`src/rtl/spmv_row_mac_if.sv`:
```
// Stream bundle for the SpMV row MAC: row-length stream, element stream and row-result stream.
// The slave modport is the MAC block's view; master is the producer/consumer side.
interface spmv_row_mac_if #(
  parameter int DW    = 32,
  parameter int LW    = 16,
  parameter int ACC_W = 64
);
  logic             len_valid;
  logic             len_ready;
  logic [LW-1:0]    len_data;
  logic             in_valid;
  logic             in_ready;
  logic [DW-1:0]    in_data;
  logic             y_valid;
  logic             y_ready;
  logic [ACC_W-1:0] y_data;
  logic [LW-1:0]    y_row;

  modport master (
    output len_valid, len_data, in_valid, in_data, y_ready,
    input  len_ready, in_ready, y_valid, y_data, y_row
  );

  modport slave (
    input  len_valid, len_data, in_valid, in_data, y_ready,
    output len_ready, in_ready, y_valid, y_data, y_row
  );
endinterface

```
`src/rtl/spmv_row_mac.sv`:
```
// CSR row multiply-accumulate: consumes (x, A) word pairs per non-zero, sums them per row
// and emits one y[row] result per row of the job.
module spmv_row_mac #(
  parameter int DW     = 32,
  parameter int LW     = 16,
  parameter int ACC_W  = 64,   // must be >= 2*DW
  parameter bit SIGNED = 1'b1
) (
  input  logic               clk,
  input  logic               reset,
  input  logic               start,
  input  logic [LW-1:0]      num_rows,
  spmv_row_mac_if.slave      bus,
  output logic               busy,
  output logic               done
);

  typedef enum logic [2:0] {
    IDLE, GET_LEN, GET_V, GET_M, MAC, EMIT, DONE
  } state_t;

  state_t           state;
  logic [LW-1:0]    num_q;
  logic [LW-1:0]    row_cnt;
  logic [LW-1:0]    remaining;
  logic [DW-1:0]    x;
  logic [ACC_W-1:0] acc;
  logic [ACC_W-1:0] prod;
  logic             len_ready_q;
  logic             in_ready_q;
  logic             y_valid_q;
  logic [ACC_W-1:0] y_data_q;
  logic [LW-1:0]    y_row_q;
  logic             busy_q;
  logic             done_q;

  logic [2*DW-1:0]  mul_s;
  logic [2*DW-1:0]  mul_u;
  logic [ACC_W-1:0] prod_ext;
  logic [ACC_W-1:0] acc_sum;
  logic [LW-1:0]    row_next;

  // Full-width product; the extension to ACC_W follows the operand signedness.
  assign mul_s    = $signed(x) * $signed(bus.in_data);
  assign mul_u    = x * bus.in_data;
  assign prod_ext = SIGNED ? ACC_W'($signed(mul_s)) : ACC_W'(mul_u);
  assign acc_sum  = acc + prod;
  assign row_next = row_cnt + LW'(1);

  assign bus.len_ready = len_ready_q;
  assign bus.in_ready  = in_ready_q;
  assign bus.y_valid   = y_valid_q;
  assign bus.y_data    = y_data_q;
  assign bus.y_row     = y_row_q;
  assign busy          = busy_q;
  assign done          = done_q;

  // Ready flags are updated together with the state, so each one tracks exactly one
  // state and a plain valid test in that state is a completed handshake.
  always_ff @(posedge clk) begin
    if (!reset) begin
      state       <= IDLE;
      num_q       <= '0;
      row_cnt     <= '0;
      remaining   <= '0;
      x           <= '0;
      acc         <= '0;
      prod        <= '0;
      len_ready_q <= 1'b0;
      in_ready_q  <= 1'b0;
      y_valid_q   <= 1'b0;
      y_data_q    <= '0;
      y_row_q     <= '0;
      busy_q      <= 1'b0;
      done_q      <= 1'b0;
    end else begin
      case (state)
        IDLE, DONE: begin
          if (start) begin
            num_q   <= num_rows;
            row_cnt <= '0;
            acc     <= '0;
            y_row_q <= '0;
            if (num_rows == '0) begin
              state  <= DONE;
              busy_q <= 1'b0;
              done_q <= 1'b1;
            end else begin
              state       <= GET_LEN;
              len_ready_q <= 1'b1;
              busy_q      <= 1'b1;
              done_q      <= 1'b0;
            end
          end
        end
        GET_LEN: begin
          if (bus.len_valid) begin
            remaining   <= bus.len_data;
            acc         <= '0;
            len_ready_q <= 1'b0;
            if (bus.len_data == '0) begin
              state     <= EMIT;
              y_data_q  <= '0;
              y_valid_q <= 1'b1;
            end else begin
              state      <= GET_V;
              in_ready_q <= 1'b1;
            end
          end
        end
        GET_V: begin
          if (bus.in_valid) begin
            x     <= bus.in_data;
            state <= GET_M;
          end
        end
        GET_M: begin
          if (bus.in_valid) begin
            prod       <= prod_ext;
            in_ready_q <= 1'b0;
            state      <= MAC;
          end
        end
        MAC: begin
          acc       <= acc_sum;
          remaining <= remaining - LW'(1);
          if (remaining == LW'(1)) begin
            state     <= EMIT;
            y_data_q  <= acc_sum;
            y_valid_q <= 1'b1;
          end else begin
            state      <= GET_V;
            in_ready_q <= 1'b1;
          end
        end
        EMIT: begin
          if (bus.y_ready) begin
            y_valid_q <= 1'b0;
            row_cnt   <= row_next;
            if (row_next == num_q) begin
              state  <= DONE;
              busy_q <= 1'b0;
              done_q <= 1'b1;
            end else begin
              y_row_q     <= row_next;
              state       <= GET_LEN;
              len_ready_q <= 1'b1;
            end
          end
        end
        default: state <= IDLE;
      endcase
    end
  end

endmodule

```
`src/flat_wrapper.sv`:
```
// flat-port wrapper written by rule: the top's interface ports become plain ports
module spmv_row_mac_flat 
#(
  parameter int DW     = 32,
  parameter int LW     = 16,
  parameter int ACC_W  = 64,                     
  parameter bit SIGNED = 1'b1
)
  (clk, reset, start, num_rows, busy, done, bus_len_valid, bus_len_data, bus_in_valid, bus_in_data, bus_y_ready, bus_len_ready, bus_in_ready, bus_y_valid, bus_y_data, bus_y_row);
  spmv_row_mac_if #(.DW(DW), .LW(LW), .ACC_W(ACC_W)) bus_i ();
  input  logic clk;
  input  logic reset;
  input  logic start;
  input  logic [LW-1:0] num_rows;
  output logic busy;
  output logic done;
  input wire logic [$bits(bus_i.len_valid)-1:0] bus_len_valid;
  input wire logic [$bits(bus_i.len_data)-1:0] bus_len_data;
  input wire logic [$bits(bus_i.in_valid)-1:0] bus_in_valid;
  input wire logic [$bits(bus_i.in_data)-1:0] bus_in_data;
  input wire logic [$bits(bus_i.y_ready)-1:0] bus_y_ready;
  output wire logic [$bits(bus_i.len_ready)-1:0] bus_len_ready;
  output wire logic [$bits(bus_i.in_ready)-1:0] bus_in_ready;
  output wire logic [$bits(bus_i.y_valid)-1:0] bus_y_valid;
  output wire logic [$bits(bus_i.y_data)-1:0] bus_y_data;
  output wire logic [$bits(bus_i.y_row)-1:0] bus_y_row;
  assign bus_i.len_valid = bus_len_valid;
  assign bus_i.len_data = bus_len_data;
  assign bus_i.in_valid = bus_in_valid;
  assign bus_i.in_data = bus_in_data;
  assign bus_i.y_ready = bus_y_ready;
  assign bus_len_ready = bus_i.len_ready;
  assign bus_in_ready = bus_i.in_ready;
  assign bus_y_valid = bus_i.y_valid;
  assign bus_y_data = bus_i.y_data;
  assign bus_y_row = bus_i.y_row;
  spmv_row_mac #(.DW(DW), .LW(LW), .ACC_W(ACC_W), .SIGNED(SIGNED)) u_core (.clk(clk), .reset(reset), .start(start), .num_rows(num_rows), .bus(bus_i), .busy(busy), .done(done));
endmodule
```
`config.mk`:
```
export PLATFORM = sky130hd
export DESIGN_NAME = spmv_row_mac_flat
export DESIGN_NICKNAME = d
export VERILOG_FILES = /design/src/rtl/spmv_row_mac_if.sv /design/src/rtl/spmv_row_mac.sv /design/src/flat_wrapper.sv
export SDC_FILE = /design/constraint.sdc
export NUM_CORES = 2
export LEC_CHECK = 0
export ABC_CLOCK_PERIOD_IN_PS = 11080
export BUFFER_PORTS_ARGS = -buffer_cell sky130_fd_sc_hd__buf_2
export CORE_MARGIN = 10
export CORE_UTILIZATION = 55
export DETAILED_ROUTE_END_ITERATION = 8
export PLACE_DENSITY = 0.84
export SLEW_MARGIN = 25
export SYNTH_ARGS = -nofsm -noshare
export SYNTH_HDL_FRONTEND = slang
export SYNTH_SLANG_ARGS = --single-unit
```
`constraint.sdc`:
```
create_clock -name clk -period 11.08 [get_ports clk]
set_input_delay 3.324 -clock clk [delete_from_list [all_inputs] [get_ports clk]]
set_output_delay 3.324 -clock clk [all_outputs]
set_load 0.01 [all_outputs]
```
==> metrics.txt <==
clk slew on worst S/H paths 0.06 ns; die area 106000 um2; Simple-Gate Fraction of Synth Area 17.5%; Final min period 10.64 ns; all-layer global routing usage 26.8%; synth unique cells 91; sequential area share after synthesis 11.6%; adder-cell share of the synthesized area 48.5%; Post-route DRC 0; dominant cell type by area after synthesis fa_1; Initial Util 55.6%; Final nets 7173; TNS Setup 0 ns; Post-Place Cells 6976; Routed WL 140 mm; first-pass GRT wire length 230 mm; Leak 26.1 nW; vias per inst 5.75; root buffer cell clkbuf_16; GP Congestion 0.943; ys flop type dfxtp_1; Post-synth top cells fa_1, inv_1, nand2_1; Post-CTS Setup Inserts 0; Slowest cell on crit path o31ai_1; Setup crit end kind flip-flop; Die Span X 325 um; Post-CTS Resized 0; Finished Layout Cells 7043; Area contributors post-synth fa_1, dfxtp_1, inv_1; mux contribution to synthesized area 0.0392%; vias in the first global route 44200; VDD IR max 0.000363 V; pin count of the biggest net entering global routing 93; clk sinks 296; initial drt markers 3130; Clock Skew 0.0148 ns; Post-Route Utilization 59.3%; Placeable Area 91900 um2; H-tree depth 2; average size of a mapped cell 8.85 um2; Syn Nets 7178; max incr delay on CP 0.72 ns; relative slew slack 31.3%; post-synth top area share 42.4%; crit path DAT 11.06 ns; worst min path class reg -> reg; Pre-antenna DRT Iters 6; Fin. Hold Viols 0; Worst-Skew Late Latency 0.56 ns; WS Path Type in -> reg; #FFs+latches synth 296; Post-Synth XOR/XNOR Area 2.88%; hold_buf cts 0; Fmax 94.0 MHz; Synth Area in Compound Gates 9.83%; share of layout cells above drive strength 1 6.90%; status finished, final reports clean; # Max-Cap Violations 0; Avg WL per Cell 19.9 um; final worst path period share 96.0%; Post-synth ARST share 0%; fin. max-slew vios 0; fill cell count 7705; detailed placer's ending HPWL 111 mm; Synth Warn # 0; power per standard cell area 210 nW/um2; count leader, synth fa_1; Die Ht 325 um; antenna viol nets, final 0; Buffers on Ports 154; num ports 155; CP dominant cell by count fa_1; CTS tree done; # setup viols final 0; critical path required time 11.50 ns; Num CTS Buffers 35; synthesized cell area 51100 um2; clock buffer depth 3; RSZ-0062 raised after global routing false; via count 40500; Area Growth Syn to Fin 6.66%; combinational family with the most area after synthesis adder cells; Std-Cell Rows 111; Hold Slack 0.449 ns; Cells after Synth 5775; worst slew pin tran 1.03 ns; initial antenna violation count 2; total grt overflow 0; startpoint class of the critical path input pin; CP max FO 22; count of flip-flops with a built-in enable after synthesis 0; PnR Total Power 11.5 mW
-- registers in the layout, summed over array words and instances (netlist names) --
name                  cells
u_core.bus.y_data        64
u_core.state              3
u_core.bus.in_ready       1
u_core.row_cnt           16
u_core.num_q             16
u_core.prod              64
u_core.busy               1
u_core.x                 32
u_core.done               1
u_core.acc               64
u_core.bus.y_valid        1
u_core.remaining         16
u_core.bus.len_ready      1
u_core.bus.y_row         16
-- critical path: cells and delay by family --
kind,cells,cell delay [ns]
buffers and inverters,8,1.10
AO/OA/AOI/OAI,8,2.20
adder cells (fa/ha/maj),9,4.16
XOR/XNOR,1,0.20
AND/OR/NAND/NOR,1,0.08
-- area by class of cell --
cell class | instances | area [um2] | area share (%)
antenna | 3 | 7.51 | 0.0138
clock buffer | 44 | 981 | 1.80
clock inverter | 20 | 235 | 0.431
inverter | 974 | 3660 | 6.71
multi-input combinational | 4180 | 40300 | 74.0
sequential | 296 | 5940 | 10.9
tap | 1243 | 1560 | 2.85
timing repair buffer | 283 | 1800 | 3.30
-- power breakdown --
| part | total (mW) | internal (mW) | switching [mW] |
|---|---|---|---|
| combinational | 8.94 | 3.61 | 5.33 |
| sequential | 1.28 | 1.15 | 0.134 |
| clock | 1.25 | 0.730 | 0.517 |
| total | 11.5 | 5.49 | 5.98 |
-- kinds of logic (layout without fill, tap and decap cells) --
kind of cell / Yosys count / in the layout
adder cells (fa/ha/maj): 1333 / 1333
other: 0 / 3
multiplexers: 2 / 2
buffers and inverters: 1299 / 1321
flip-flops: 296 / 296
XOR/XNOR: 157 / 157
AO/OA/AOI/OAI: 799 / 799
AND/OR/NAND/NOR: 1889 / 1889
-- layer usage --
layer / GRT usage, % / vias up / wire, um
met1: 31.6 / 20400 / 51000
met3: 3.90 / 523 / 9990
met2: 46.1 / 1861 / 69900
li1: - / 17800 / -
met4: 16.2 / 0 / 9350
met5: 0 / - / 0
-- worst paths after layout --
| path | start | endpoint | slack (ns) | cells after the start |
|---|---|---|---|---|
| worst max-delay path | bus_in_data[10] | u_core.prod[60] | 0.44 | 27 |
| worst min-delay path | u_core.bus.y_data[48] | u_core.bus.y_data[48] | 0.45 | 2 |
| worst max register to register | u_core.x[19] | u_core.prod[60] | 2.63 | 21 |
| worst min register to register | u_core.bus.y_data[48] | u_core.bus.y_data[48] | 0.45 | 2 |
-- cells in the final DEF (no fill, tap or decap), drive strengths merged, types with 104 or more instances in the layout --
cell,instances
fa,1083
inv,977
nand2,903
and2,528
a21oi,334
dfxtp,296
buf,283
ha,250
nor2,215
o21ai,147
xnor2,104
-- through the flow --
stage               setup slack, ns  cell area (um2)
global route                  0.120            54500
detailed placement           0.0664            53300
CTS                           0.591            54500
global placement              0.225            53300
finish                        0.440            54500
floorplan                     0.234            51100
Power figures use the tool's default switching activity.
